$ cat src/rtl/uart_rx_if.sv
// uart_rx_if: signal bundle between the UART receiver and its user.
//   i_rx           serial line into the receiver (idles high)
//   o_frame        last correctly received byte
//   o_valid        one-cycle strobe: o_frame updated this cycle
//   o_frame_error  one-cycle strobe: stop bit sampled low
//   o_busy         receiver is not idle
// Modports: slave = receiver side, master = line driver / byte consumer side.
interface uart_rx_if;
    logic       i_rx;
    logic [7:0] o_frame;
    logic       o_valid;
    logic       o_frame_error;
    logic       o_busy;

    modport master (
        output i_rx,
        input  o_frame,
        input  o_valid,
        input  o_frame_error,
        input  o_busy
    );

    modport slave (
        input  i_rx,
        output o_frame,
        output o_valid,
        output o_frame_error,
        output o_busy
    );
endinterface

$ cat src/rtl/uart_rx.sv
// uart_rx: simplex 8N1 UART receiver, LSB first.
//   The serial input is brought through a 2-flop synchroniser, the start bit is
//   re-checked at mid-bit, then each data bit and the stop bit are sampled at
//   mid-bit. A good byte is presented on o_frame with a one-cycle o_valid; a low
//   stop bit gives a one-cycle o_frame_error and the receiver then waits for the
//   line to return high, so a held-low line reports a single error.
// Ports:
//   CLK     system clock
//   RST     synchronous, active-high reset
//   rx_bus  uart_rx_if.slave: i_rx in; o_frame, o_valid, o_frame_error, o_busy out
module uart_rx #(
    parameter int unsigned ClockFrequency = 50_000_000,
    parameter int unsigned BaudRate       = 115200
) (
    input logic      CLK,
    input logic      RST,
    uart_rx_if.slave rx_bus
);

    localparam int unsigned TicksPerBit = ClockFrequency / BaudRate;
    localparam int unsigned HalfTicks   = TicksPerBit / 2;
    localparam int unsigned TickW       = $clog2(TicksPerBit);

    localparam logic [TickW-1:0] FullLast = TickW'(TicksPerBit - 1);
    localparam logic [TickW-1:0] HalfLast = TickW'(HalfTicks - 1);
    localparam logic [TickW-1:0] TickOne  = TickW'(1);

    if (TicksPerBit < 4) begin : g_param_check
        $error("uart_rx: ClockFrequency/BaudRate must be at least 4");
    end

    localparam logic [2:0] StIdle  = 3'd0;
    localparam logic [2:0] StStart = 3'd1;
    localparam logic [2:0] StData  = 3'd2;
    localparam logic [2:0] StStop  = 3'd3;
    localparam logic [2:0] StBreak = 3'd4;

    logic             sync1_q;
    logic             rx_s_q;
    logic [2:0]       state_q, state_d;
    logic [TickW-1:0] tick_q, tick_d;
    logic [2:0]       bit_q, bit_d;
    logic [7:0]       shreg_q, shreg_d;
    logic [7:0]       frame_q, frame_d;
    logic             valid_q, valid_d;
    logic             ferr_q, ferr_d;

    // Synchroniser flops reset to the idle line level so reset never fakes a start edge.
    always_ff @(posedge CLK) begin
        if (RST) begin
            sync1_q <= 1'b1;
            rx_s_q  <= 1'b1;
        end else begin
            sync1_q <= rx_bus.i_rx;
            rx_s_q  <= sync1_q;
        end
    end

    always_comb begin
        state_d = state_q;
        tick_d  = tick_q;
        bit_d   = bit_q;
        shreg_d = shreg_q;
        frame_d = frame_q;
        valid_d = 1'b0;
        ferr_d  = 1'b0;

        case (state_q)
            StIdle: begin
                if (!rx_s_q) begin
                    state_d = StStart;
                    tick_d  = '0;
                end
            end

            StStart: begin
                if (tick_q == HalfLast) begin
                    tick_d = '0;
                    if (!rx_s_q) begin
                        state_d = StData;
                        bit_d   = 3'd0;
                    end else begin
                        // Line back high at mid start bit: treat as a glitch.
                        state_d = StIdle;
                    end
                end else begin
                    tick_d = tick_q + TickOne;
                end
            end

            StData: begin
                if (tick_q == FullLast) begin
                    tick_d  = '0;
                    shreg_d = {rx_s_q, shreg_q[7:1]};
                    if (bit_q == 3'd7) begin
                        state_d = StStop;
                    end else begin
                        bit_d = bit_q + 3'd1;
                    end
                end else begin
                    tick_d = tick_q + TickOne;
                end
            end

            StStop: begin
                if (tick_q == FullLast) begin
                    tick_d = '0;
                    if (rx_s_q) begin
                        frame_d = shreg_q;
                        valid_d = 1'b1;
                        // Back to idle at mid stop bit so a following start edge is seen.
                        state_d = StIdle;
                    end else begin
                        ferr_d  = 1'b1;
                        state_d = StBreak;
                    end
                end else begin
                    tick_d = tick_q + TickOne;
                end
            end

            StBreak: begin
                if (rx_s_q) begin
                    state_d = StIdle;
                end
            end

            default: begin
                state_d = StIdle;
                tick_d  = '0;
            end
        endcase
    end

    always_ff @(posedge CLK) begin
        if (RST) begin
            state_q <= StIdle;
            tick_q  <= '0;
            bit_q   <= 3'd0;
            shreg_q <= 8'h00;
            frame_q <= 8'h00;
            valid_q <= 1'b0;
            ferr_q  <= 1'b0;
        end else begin
            state_q <= state_d;
            tick_q  <= tick_d;
            bit_q   <= bit_d;
            shreg_q <= shreg_d;
            frame_q <= frame_d;
            valid_q <= valid_d;
            ferr_q  <= ferr_d;
        end
    end

    assign rx_bus.o_frame       = frame_q;
    assign rx_bus.o_valid       = valid_q;
    assign rx_bus.o_frame_error = ferr_q;
    assign rx_bus.o_busy        = (state_q != StIdle);

endmodule
$ cat src/flat_wrapper.sv
// flat-port wrapper written by rule: the top's interface ports become plain ports
module uart_rx_flat 
#(
    parameter int unsigned ClockFrequency = 50_000_000,
    parameter int unsigned BaudRate       = 115200
)
  (CLK, RST, rx_bus_i_rx, rx_bus_o_frame, rx_bus_o_valid, rx_bus_o_frame_error, rx_bus_o_busy);
  uart_rx_if rx_bus_i ();
  input logic CLK;
  input logic RST;
  input wire logic [$bits(rx_bus_i.i_rx)-1:0] rx_bus_i_rx;
  output wire logic [$bits(rx_bus_i.o_frame)-1:0] rx_bus_o_frame;
  output wire logic [$bits(rx_bus_i.o_valid)-1:0] rx_bus_o_valid;
  output wire logic [$bits(rx_bus_i.o_frame_error)-1:0] rx_bus_o_frame_error;
  output wire logic [$bits(rx_bus_i.o_busy)-1:0] rx_bus_o_busy;
  assign rx_bus_i.i_rx = rx_bus_i_rx;
  assign rx_bus_o_frame = rx_bus_i.o_frame;
  assign rx_bus_o_valid = rx_bus_i.o_valid;
  assign rx_bus_o_frame_error = rx_bus_i.o_frame_error;
  assign rx_bus_o_busy = rx_bus_i.o_busy;
  uart_rx #(.ClockFrequency(ClockFrequency), .BaudRate(BaudRate)) u_core (.CLK(CLK), .RST(RST), .rx_bus(rx_bus_i));
endmodule
$ cat config.mk
export PLATFORM = sky130hd
export DESIGN_NAME = uart_rx_flat
export DESIGN_NICKNAME = d
export VERILOG_FILES = /design/src/rtl/uart_rx_if.sv /design/src/rtl/uart_rx.sv /design/src/flat_wrapper.sv
export SDC_FILE = /design/constraint.sdc
export NUM_CORES = 1
export LEC_CHECK = 0
export ABC_AREA = 1
export BUFFER_PORTS_ARGS = -buffer_cell sky130_fd_sc_hd__buf_2
export CAP_MARGIN = 10
export CELL_PAD_IN_SITES_DETAIL_PLACEMENT = 1
export CELL_PAD_IN_SITES_GLOBAL_PLACEMENT = 2
export CORE_ASPECT_RATIO = 1.25
export CORE_MARGIN = 4
export CORE_UTILIZATION = 30
export DETAILED_ROUTE_END_ITERATION = 8
export MAX_ROUTING_LAYER = met4
export PLACE_DENSITY = 0.77
export SYNTH_ARGS = -nofsm -noshare
export SYNTH_HDL_FRONTEND = slang
export SYNTH_SLANG_ARGS = --single-unit
$ cat constraint.sdc
create_clock -name CLK -period 1.3 [get_ports CLK]
set_input_delay 0.065 -clock CLK [delete_from_list [all_inputs] [get_ports CLK]]
set_output_delay 0.065 -clock CLK [all_outputs]
set_load 0.02 [all_outputs]
After elaboration in Yosys (flattened, before gate mapping) --
Index checks and enable logic that the tools add are counted.
Cells by class: add/subtract/negate cells 2, equal/unequal tests 15, muxes and demuxes 20, bitwise gates (word level) 3, reductions and logical operators 10
Operators with widths (count):
- 9-bit one-hot mux with 4 select lines | 1
- 3-bit two-way mux | 11
- 9-bit two-way mux | 3
- 3-bit one-hot mux with 5 select lines | 1
- 2-bit by 1-bit inequality test with 1-bit output, second input constant | 5
- 9-bit by 1-bit adder with 9-bit output, second input constant | 1
- 9-bit by 8-bit == test with 1-bit output, second input constant | 1
- 9-bit == test, second input constant | 1
- 3-bit by 2-bit == test with 1-bit output, second input constant | 2
- 3-bit == test, second input constant | 2
- 2-bit inequality test, second input constant | 3
- 3-bit one-hot mux with 2 select lines | 1
- 6-bit AND reduction | 1
- 5-bit AND reduction | 1
- 2-bit AND reduction | 2
- 3-bit by 1-bit adder with 3-bit output, second input constant | 1
- 3-bit by 1-bit == test with 1-bit output, second input constant | 1
- 3-bit logical NOT | 1
- 1-bit NOT | 3
- 3-bit AND reduction | 1
- 3-bit nonzero test | 1
- 3-bit OR reduction | 1
- 1-bit two-way mux | 2
- 2-bit two-way mux | 1
- other kinds (2) | 2
Storage, ports and cells: flip-flop bits (word level) 35, bits of input ports 3, output and inout bits 11

Logic depth before layout (Yosys ltp) --
Gate-level depths: netlist (run 1).
depth after elaboration 4, mapped depth 11

Worst setup path before layout (run 1) --
OpenSTA, ideal clock, no wires.
kind reg-to-reg, start reg u_core.tick_q[0], end reg u_core.bit_q[0], data arrival time 1.247 ns, data required time 1.187 ns, slack -0.060 ns, cell stages (with the launch flop) 11, period minus slack after synthesis 1.360 ns, cell sequence dfxtp_1 > ha_1 > nand2_1 > nor2_1 > nand2_2 > nand2_1 > nand2_2 > nor2_4 > nand2_1 > nand2_1 > nor2_1
Between the ends: longest elaborated chain between the ends 3
Ends and longest elaborated chain:
- from (decl) | line uart_rx.sv:41 | logic [TickW-1:0] tick_q, tick_d;
- from (signal assigned) | line uart_rx.sv:146 | tick_q <= tick_d;
- 9-bit == test or 9-bit by 8-bit == test with 1-bit output (tied branches) | line uart_rx.sv:92, uart_rx.sv:77
- 2-bit by 1-bit inequality test with 1-bit output (no source line)
- 5-bit AND reduction (no source line) *
- to (signal assigned) | line uart_rx.sv:147 | bit_q <= bit_d;
- to (decl) | line uart_rx.sv:42 | logic [2:0] bit_q, bit_d;
Every way passes the cells marked *; elsewhere a longest branch is shown, timed or not. A chain may end at the register's enable or synchronous reset.

Worst setup path in the final report (run 1) --
start reg u_core.tick_q[0], end reg u_core.tick_q[3]
Between the ends: longest elaborated chain between the ends 3
Ends and longest elaborated chain:
- 9-bit by 1-bit adder with 9-bit output, or another cell as far along | line uart_rx.sv:87, uart_rx.sv:101, uart_rx.sv:118
- 9-bit two-way mux, on equally long branches | line uart_rx.sv:92, uart_rx.sv:106, uart_rx.sv:77
- 9-bit one-hot mux with 4 select lines * | line uart_rx.sv:68 | case (state_q)
Marks and branches as above.

==> run metrics, run 1 <==
Most used DFF post-synth dfxtp_1; critical path capture point type register; Place WS -233 ps; vias in the first global route 1795; RSZ-0062 raised after global routing true; Initial DRT Pass Iterations 2; clock latency on the worst-skew pair 290 ps; maxcap violations 0; static leakage 1.13 nW; DP HPWL 3320 um; drt via density 4.72; Seq pwr share 0.313; Hold EP u_core.tick_q[7]; Antenna Violating Nets Remaining 0; synth warn 0; hold depth 3; Worst-Margin Slew 323 ps; Critical Path AT 1630 ps; nets@finish 295; Slew HR 0.782; R2R depth 10; reg2reg start u_core.tick_q[0]; final setup margin -141 ps; metal2 WL 2690 um; failing checks negative setup slack; Top Ports 14; met3 wire len 94 um; clock slew at reported path FFs 80 ps; Gate Count Post-Synth 235; gr usage total 0.158; die extent in y 91.4 um; WS Path Type register to register; WL final 4780 um; R2R setup slack -140 ps; area grow syn2layout 45.8%; TritonCTS clock tree done; Power per Cell Area 1740 mW/mm^2; switching pwr 1.75 mW; first-pass GRT wire length 8150 um; combinational group share of total power 0.474; Max Slew Vio Count 0; Post-synth EDFFs 0; Highest Signal Layer met4; die width 74.7 um; Min-Delay Path Class input port to register; initial core utilization 0.309; area of the core 0.00541 mm^2; Root Buffer clkbuf_8; Synth Area per Inst 7.11 um^2; Clock Path Buffers 2; sequential fraction of the synthesis area 0.419; ANT cells 0; switching part of the total power 0.411; count leader, synth nand2_1; Int Pwr 2.50 mW; Design Area, Final 0.00244 mm^2; antenna violations before repair 0; DR iter-0 viols 25; final worst-path cycle share 1.11; R2R Path End u_core.tick_q[3]; largest net degree at the start of global routing 17; clock share of power 0.214; post-synth top area share 0.419; top cells by area, synth dfxtp_1, nand2_1, nor2_1; Async SR Flop Fraction 0; Setup crit start kind register; die area 0.00683 mm^2; top cells by count, synth nand2_1, nor2_1, dfxtp_1; Fill cells 693; VDD IR max 0.814 mV; Post-Syn Area 0.00167 mm^2; Avg WL per Cell 13.6 um; number of port buffers 13; FMAX 0.694 GHz; Core Rows 30; CTS sink cnt 35; total CTS buffers 5; via count 1662; WL met1 1930 um; layout cells sized above 1 0.438; Seq cells post-synth 35; Layout Skew 7.92 ps; Critical Path RT 1490 ps; Final min period 1440 ps; grt ovf 0; Synthesized Nets 243; placed cell area 0.00206 mm^2; Remaining DRCs 0; hold violation count in the final report 0; H-tree Lvls 2; global placer's final weighted congestion 0.749; hold path start RST; Final Setup Violations 31; Distinct cells, synth 29; post-synth top area cell dfxtp_1; status complete, but fails checks; CP Max Fanout 5
-- power by group through the flow --
| stage | combinational [mW] | sequential, mW | clock [mW] |
|---|---|---|---|
| 2_1_floorplan | 1.06 | 1.31 | 0 |
| 3_3_place_gp | 1.61 | 1.33 | 0 |
| 3_5_place_dp | 1.65 | 1.33 | 0 |
| 4_1_cts | 1.81 | 1.30 | 0.943 |
| 5_1_grt | 2.24 | 1.35 | 0.967 |
| 6_report | 2.01 | 1.33 | 0.907 |
-- worst max-delay path, cell delays in order, from the launching register on --
cell,delay (ps)
dfxtp_4,390
inv_4,70
ha_4,120
nand2_2,40
nor2_1,90
nand2_1,100
nand2_4,110
buf_6,120
nand3_4,120
nand4_1,140
inv_1,50
-- sequential cells by signal, indices dropped and copies added, names as in the netlist, 3 cells and up --
| signal | flops |
|---|---|
| u_core.tick_q | 9 |
| u_core.rx_bus.o_frame | 8 |
| u_core.shreg_q | 8 |
| u_core.bit_q | 3 |
| u_core.state_q | 3 |
-- layout make-up --
type	count	area [um^2]	share of cell area
timing repair buffer	49	369	0.152
clock inverter	1	7.51	0.00308
clock buffer	7	96.3	0.0395
inverter	27	109	0.0447
tap	64	80.1	0.0329
multi-input combinational	169	1060	0.437
sequential	35	711	0.292
-- worst max-delay path by stage --
stage                           from               end  slack [ps]  cells after the start
CTS                 u_core.tick_q[1]  u_core.tick_q[1]        -120                     11
floorplan           u_core.tick_q[1]   u_core.bit_q[0]         -20                     11
global route        u_core.tick_q[0]  u_core.tick_q[3]        -250                     10
finish              u_core.tick_q[0]  u_core.tick_q[3]        -140                     10
detailed placement  u_core.tick_q[1]  u_core.tick_q[4]        -230                      9
global placement    u_core.tick_q[1]  u_core.tick_q[4]        -180                      9
-- metal layers --
metal | vias up | track usage
li1 | 849 | -
met1 | 795 | 0.177
met2 | 13 | 0.272
met3 | 5 | 0.0299
met4 | 0 | 0.0593
met5 | - | -
-- logic make-up after synthesis --
| group | Yosys count | share of synthesized area |
|---|---|---|
| adders and majority gates | 5 | 0.0375 |
| DFF | 35 | 0.419 |
| buffers and inverters | 32 | 0.0794 |
| xor gates and xnor gates | 1 | 0.00524 |
| and+or+nand+nor | 134 | 0.364 |
| AOI/OAI and AO/OA | 28 | 0.0944 |
-- metrics by stage --
| stage | hold WS [ps] | utilization | cells | setup TNS [ps] | power, mW |
|---|---|---|---|---|---|
| 2_1_floorplan | 169 | - | 235 | -71.6 | 2.37 |
| 3_3_place_gp | 254 | 0.381 | 339 | -4110 | 2.94 |
| 3_5_place_dp | 254 | 0.381 | 339 | -4950 | 2.98 |
| 4_1_cts | 166 | 0.430 | 349 | -2290 | 4.06 |
| 5_1_grt | 191 | 0.451 | 352 | -5680 | 4.55 |
| 6_report | 165 | 0.451 | 352 | -2640 | 4.25 |
-- cells in the final DEF (no fill, tap or decap), types with 2 or more instances in the layout --
cell type,instances
dfxtp_1,31
clkbuf_8,7
nand4_1,3
o21ai_2,9
nand3_2,11
nand3_1,8
or2_2,3
nor2_1,36
inv_4,3
nand3_4,3
nor2_2,6
buf_6,3
ha_1,2
nor2_4,2
a21oi_2,3
ha_4,3
o21ai_0,3
nand2_2,10
nand2_4,5
o21ai_1,2
nand2_1,45
buf_2,13
inv_2,5
dfxtp_2,2
dfxtp_4,2
buf_4,30
inv_1,18
a21oi_1,9
-- timing repair --
item,in CTS,in global routing
endpoints found under the hold margin,1,0
gates resized for setup,43,26
hold buffers,1,0
endpoints found under the setup margin,32,34
pin swaps,25,20
cloned,0,1
setup buffers,1,2
No activity file was read; power rests on OpenSTA's default activity.
==> run 2: changes to the inputs <==
CORE_UTILIZATION = 31   (was 30)
CTS_BUF_LIST = sky130_fd_sc_hd__clkbuf_4 sky130_fd_sc_hd__clkbuf_8   (was unset)
PLACE_DENSITY = 0.79   (was 0.77)
clock period = 1.2 ns   (was 1.3 ns; I/O delays follow)
==> run metrics, run 2 (synthesis gave the netlist of run 1 again) <==
status complete, but fails checks (unchanged); failing checks negative setup slack (unchanged); R2R setup slack -250 ps (was -140 ps); die extent in y 90.1 um (was 91.4 um); Worst-Margin Slew 308 ps (was 323 ps); area of the core 0.00515 mm^2 (was 0.00541 mm^2); Final min period 1450 ps (was 1440 ps); Remaining DRCs 0 (unchanged); Critical path origin u_core.tick_q[0] (unchanged); CTS sink cnt 35 (unchanged); vias in the first global route 1777 (was 1795); Critical Path AT 1640 ps (was 1630 ps); most flop-heavy register u_core.tick_q (unchanged); drt via density 4.76 (was 4.72); nets@finish 300 (was 295); TritonCTS clock tree done (unchanged); Power per Cell Area 1860 mW/mm^2 (was 1740 mW/mm^2); total CTS buffers 5 (unchanged); Fill cells 648 (was 693); Clock Path Buffers 2 (unchanged); DP HPWL 3260 um (was 3320 um); Top delay family on crit path simple AND/OR/NAND/NOR gates (unchanged); CP Capture Point u_core.bit_q[0] (was u_core.tick_q[3]); die area 0.00663 mm^2 (was 0.00683 mm^2); CP Max Fanout 6 (was 5); ANT cells 0 (unchanged); final non-filler cell total 355 (was 352); via count 1689 (was 1662); Root Buffer clkbuf_8 (unchanged); maxcap violations 0 (unchanged); Seq pwr share 0.314 (was 0.313); Antenna Violating Nets Remaining 0 (unchanged); critical path depth 11 (was 10); Top Ports 14 (unchanged); most frequent cells in the layout nand2_1, nor2_1, buf_4 (was nand2_1, nor2_1, dfxtp_1); Final Setup Violations 33 (was 31); hold violation count in the final report 0 (unchanged); Setup crit start kind register (unchanged); R2R Path End u_core.bit_q[0] (was u_core.tick_q[3]); Initial DRT Pass Iterations 4 (was 2); layout cells sized above 1 0.420 (was 0.438); Worst path max stage delay 380 ps (was 390 ps); clock slew at reported path FFs 80 ps (about the same); Max Slew Vio Count 0 (unchanged); final worst-path cycle share 1.21 (was 1.11); Critical Path RT 1390 ps (was 1490 ps); reg2reg start u_core.tick_q[0] (unchanged); total power 4.56 mW (was 4.25 mW); Core Rows 29 (was 30); RSZ-0062 raised after global routing true (unchanged); slowest cell on the critical path dfxtp_4 (unchanged); Avg WL per Cell 13.3 um (was 13.6 um); switching pwr 1.88 mW (was 1.75 mW); combinational group share of total power 0.489 (was 0.474); Inst Count DP 340 (was 339); CP most frequent cell nand2_1; CP bufs+invs 1 (was 3); FMAX 0.691 GHz (was 0.694 GHz); final setup margin -248 ps (was -141 ps); first-pass GRT wire length 8270 um (was 8150 um); R2R depth 11 (was 10); Cell Chain, Critical Path inv_2 -> ha_4 -> nand2_1 -> nor2_1 -> nand2_1 -> nand2_2 -> nand2_2 -> nor2_4 -> nand2_1 -> nand2_1 -> nor2_1 (was inv_4 -> ha_4 -> nand2_2 -> nor2_1 -> nand2_1 -> nand2_4 -> buf_6 -> nand3_4 -> nand4_1 -> inv_1); max FFs per register 9 (unchanged); H-tree Lvls 2 (unchanged); Layout Skew 3.48 ps (was 7.92 ps); clock latency on the worst-skew pair 290 ps (about the same); clock share of power 0.196 (was 0.214); WS Path Type register to register (unchanged); antenna violations before repair 0 (unchanged); largest net degree at the start of global routing 20 (was 17); Int Pwr 2.69 mW (was 2.50 mW); VDD IR max 0.801 mV (was 0.814 mV); global placer's final weighted congestion 0.809 (was 0.749); grt ovf 0 (unchanged); Slew HR 0.794 (was 0.782); initial core utilization 0.324 (was 0.309); switching part of the total power 0.411 (about the same); WL final 4720 um (was 4780 um); die width 73.7 um (was 74.7 um); gr usage total 0.161 (was 0.158); commonest non-fill, non-tap cell in the layout nand2_1 (unchanged); number of port buffers 13 (unchanged); Min-Delay Path Class input port to register (unchanged); critical path capture point type register (unchanged); area grow syn2layout 47.1% (was 45.8%); DR iter-0 viols 32 (was 25); static leakage 1.13 nW (about the same)
run 2: power groups by stage:
stage               clock network (mW)  logic [mW]  registers, mW
finish                           0.895        2.23           1.43
global route                     0.970        2.53           1.46
CTS                              0.931        1.95           1.41
detailed placement                   0        1.83           1.43
global placement                     0        1.81           1.42
floorplan                            0        1.16           1.42
run 2: through the flow:
stage	hold slack (ps)	utilization	worst slack, ps	setup TNS, ps	cell area, um^2
6_report	81.5	0.477	-248	-6310	2460
5_1_grt	96.9	0.477	-386	-10050	2460
4_1_cts	62.0	0.450	-224	-5930	2320
3_5_place_dp	250	0.406	-254	-5800	2090
3_3_place_gp	245	0.406	-205	-4760	2090
2_1_floorplan	164	-	-125	-1560	1700
run 2: layout make-up:
class                           count  area, um^2  share of cell area
Tap cell                           62        77.6              0.0316
Inverter                           27         106              0.0433
Clock inverter                      3        20.0             0.00815
Clock buffer                        5        68.8              0.0280
Timing Repair Buffer               54         409               0.166
Multi-Input combinational cell    169        1060               0.431
Sequential cell                    35         716               0.291
run 2: what timing repair did:
| action | CTS | global route |
|---|---|---|
| hold buffers | 1 | 0 |
| resized for setup | 27 | 35 |
| pin swaps | 14 | 18 |
| buffers inserted | 2 | 3 |
| gates cloned | 1 | 0 |
| setup endpoints to repair | 34 | 34 |
| endpoints found under the hold margin | 1 | 0 |
run 2: worst reg2reg max path, stage by stage, from the launching register on:
cell,delay (ps)
dfxtp_4,380
inv_2,70
ha_4,130
nand2_1,60
nor2_1,110
nand2_1,80
nand2_2,120
nand2_2,70
nor2_4,170
nand2_1,70
nand2_1,60
nor2_1,40
run 2: layer usage:
metal	part of all wire	vias to the layer above	GRT usage
met5	0	-	-
met4	0.025	0	0.0544
met3	0.020	12	0.0268
met2	0.52	20	0.280
met1	0.43	802	0.182
li1	-	855	-
run 2: worst min-delay path by stage:
stage | startpoint | endpoint | slack (ps) | cells after the start
floorplan | rx_bus_i_rx | u_core.sync1_q | 160 | 1
global placement | rx_bus_i_rx | u_core.sync1_q | 240 | 2
detailed placement | rx_bus_i_rx | u_core.sync1_q | 250 | 2
CTS | RST | u_core.rx_bus.o_frame_error | 60 | 2
global route | RST | u_core.rx_bus.o_frame_error | 100 | 2
finish | RST | u_core.rx_bus.o_frame_error | 80 | 2
==> run 3: changes to the inputs <==
--- a/config.mk
+++ b/config.mk
@@ -14,3 +14,3 @@
 export CORE_MARGIN = 4
-export CORE_UTILIZATION = 31
+export CORE_UTILIZATION = 35
 export CTS_BUF_LIST = sky130_fd_sc_hd__clkbuf_4 sky130_fd_sc_hd__clkbuf_8
@@ -18,3 +18,3 @@
 export MAX_ROUTING_LAYER = met4
-export PLACE_DENSITY = 0.79
+export PLACE_DENSITY = 0.84
 export SYNTH_ARGS = -nofsm -noshare
==> constraint.sdc (replaced) <==
create_clock -name CLK -period 1.42 [get_ports CLK]
set_input_delay 0.142 -clock CLK [delete_from_list [all_inputs] [get_ports CLK]]
set_output_delay 0.142 -clock CLK [all_outputs]
set_load 0.02 [all_outputs]
==> run metrics, run 3 (synthesis gave the netlist of run 1 again) <==
status complete, no violations (was complete, but fails checks); gr usage total 0.170 (was 0.161); Layout Skew 5.57 ps (was 3.48 ps); Antenna Violating Nets Remaining 0 (unchanged); area grow syn2layout 35.1% (was 47.1%); Core Rows 27 (was 29); max FFs per register 9 (unchanged); die width 69.8 um (was 73.7 um); reg2reg start u_core.tick_q[1] (was u_core.tick_q[0]); Critical Path AT 1610 ps (was 1640 ps); Power per Cell Area 1640 mW/mm^2 (was 1860 mW/mm^2); via count 1555 (was 1689); area of the core 0.00453 mm^2 (was 0.00515 mm^2); Remaining DRCs 0 (unchanged); Top Ports 14 (unchanged); Post-CTS Hold Fix Bufs 0 (was 1); CP Max Fanout 5 (was 6); Hold EP u_core.sync1_q (was u_core.rx_bus.o_frame_error); first-pass GRT wire length 7760 um (was 8270 um); final worst-path cycle share 0.998 (was 1.21); Worst-Margin Slew 412 ps (was 308 ps); clock latency on the worst-skew pair 290 ps (about the same); R2R depth 11 (unchanged); final hold slack 42.3 ps (was 81.5 ps); hold violation count in the final report 0 (unchanged); global placer's final weighted congestion 0.756 (was 0.809); Final Setup Violations 0 (was 33); R2R setup slack 4 ps (was -250 ps); clock slew at reported path FFs 70 ps (was 80 ps); vias in the first global route 1664 (was 1777); largest net degree at the start of global routing 20 (unchanged); drt via density 4.64 (was 4.76); commonest non-fill, non-tap cell in the layout nand2_1 (unchanged); Final Util 0.498 (was 0.477); hold depth 2 (unchanged); Clock Path Buffers 2 (unchanged); WL final 4450 um (was 4720 um); VDD IR max 0.996 mV (was 0.801 mV); DP HPWL 3160 um (was 3260 um); initial core utilization 0.369 (was 0.324); antenna violations before repair 0 (unchanged); WS Path Type register to register (unchanged); RSZ-0062 raised after global routing true (unchanged); DR iter-0 viols 42 (was 32); total CTS buffers 5 (unchanged); TritonCTS clock tree done (unchanged); critical path capture point type register (unchanged); grt ovf 0 (unchanged); nets@finish 284 (was 300); ANT cells 0 (unchanged); Slew HR 0.726 (was 0.794); maxcap violations 0 (unchanged); die extent in y 85.2 um (was 90.1 um); Setup crit start kind register (unchanged); hold path start rx_bus_i_rx (was RST); most flop-heavy register u_core.tick_q (unchanged); static leakage 1.05 nW (was 1.13 nW); Initial DRT Pass Iterations 4 (unchanged); Final min period 1420 ps (was 1450 ps); Min-Delay Path Class input port to register (unchanged); H-tree Lvls 2 (unchanged); Avg WL per Cell 13.3 um (about the same); number of port buffers 13 (unchanged); most frequent cells in the layout nand2_1, nor2_1, dfxtp_1 (was nand2_1, nor2_1, buf_4); CTS sink cnt 35 (unchanged); layout cells sized above 1 0.368 (was 0.420); Max Slew Vio Count 0 (unchanged); R2R Path End u_core.tick_q[1] (was u_core.bit_q[0]); Root Buffer clkbuf_8 (unchanged); Critical Path RT 1620 ps (was 1390 ps); FMAX 0.706 GHz (was 0.691 GHz); die area 0.00595 mm^2 (was 0.00663 mm^2)
[run 3: cell count changes in the layout (fill, tap and decap cells not counted), moves of 6 or more]
cell,delta
buf_4,-13
o21ai_0,+8
nand3_1,+7
nand3_2,-7
dfxtp_2,+6
o21ai_1,-6
[run 3: power breakdown]
| part | internal, mW | switching (mW) | total [mW] |
|---|---|---|---|
| registers | 1.10 | 0.105 | 1.20 |
| logic | 0.676 | 1.02 | 1.69 |
| clock network | 0.441 | 0.372 | 0.814 |
[run 3: layout make-up]
cell class | instances | area [um^2]
sequential | 35 | 712
clock inverter | 1 | 7.51
timing repair buffer | 39 | 284
clock buffer | 7 | 96.3
multi-input combinational | 168 | 977
fill | 587 | 2270
inverter | 27 | 106
tap | 58 | 72.6
[run 3: worst max path at each step]
stage | from | end | slack, ps | cells after the start
global route | u_core.tick_q[2] | u_core.state_q[2] | -110 | 11
detailed placement | u_core.tick_q[0] | u_core.tick_q[8] | -90 | 10
CTS | u_core.tick_q[1] | u_core.tick_q[8] | -70 | 10
global placement | u_core.tick_q[0] | u_core.tick_q[1] | -20 | 10
floorplan | u_core.tick_q[0] | u_core.bit_q[0] | 60 | 10
finish | u_core.tick_q[1] | u_core.tick_q[1] | 4 | 11
[run 3: worst max-delay path: stages, from the launching register on]
cell	delay (ps)
dfxtp_2	350
inv_4	80
ha_4	130
nand2_2	60
nor2_4	130
nand2_4	100
o21ai_4	120
nand2_2	140
nand2_1	80
nand2_1	50
nand2_1	60
inv_1	30
[run 3: per-layer routing]
| metal | global-route usage | share of wire |
|---|---|---|
| met4 | 0.0784 | 0.022 |
| met1 | 0.186 | 0.43 |
| met2 | 0.296 | 0.53 |
| met3 | 0.0320 | 0.017 |
| met5 | - | 0 |
[run 3: through the flow]
step           total power [mW]  TNS [ps]  cell area [um^2]  cells  setup slack, ps
6_report                   3.71         0              2260    335             3.54
2_1_floorplan              2.15         0              1670    235             60.1
3_5_place_dp               2.60     -1120              1950    322            -93.6
3_3_place_gp               2.57      -119              1950    322            -18.3
4_1_cts                    3.58      -557              2150    333            -69.5
5_1_grt                    4.03     -1670              2260    335             -115
[run 3: repair_timing]
| item | in CTS | in global routing |
|---|---|---|
| setup endpoints to repair | 28 | 31 |
| gates resized for setup | 22 | 26 |
| pin swaps | 16 | 13 |
| buffers inserted | 3 | 2 |
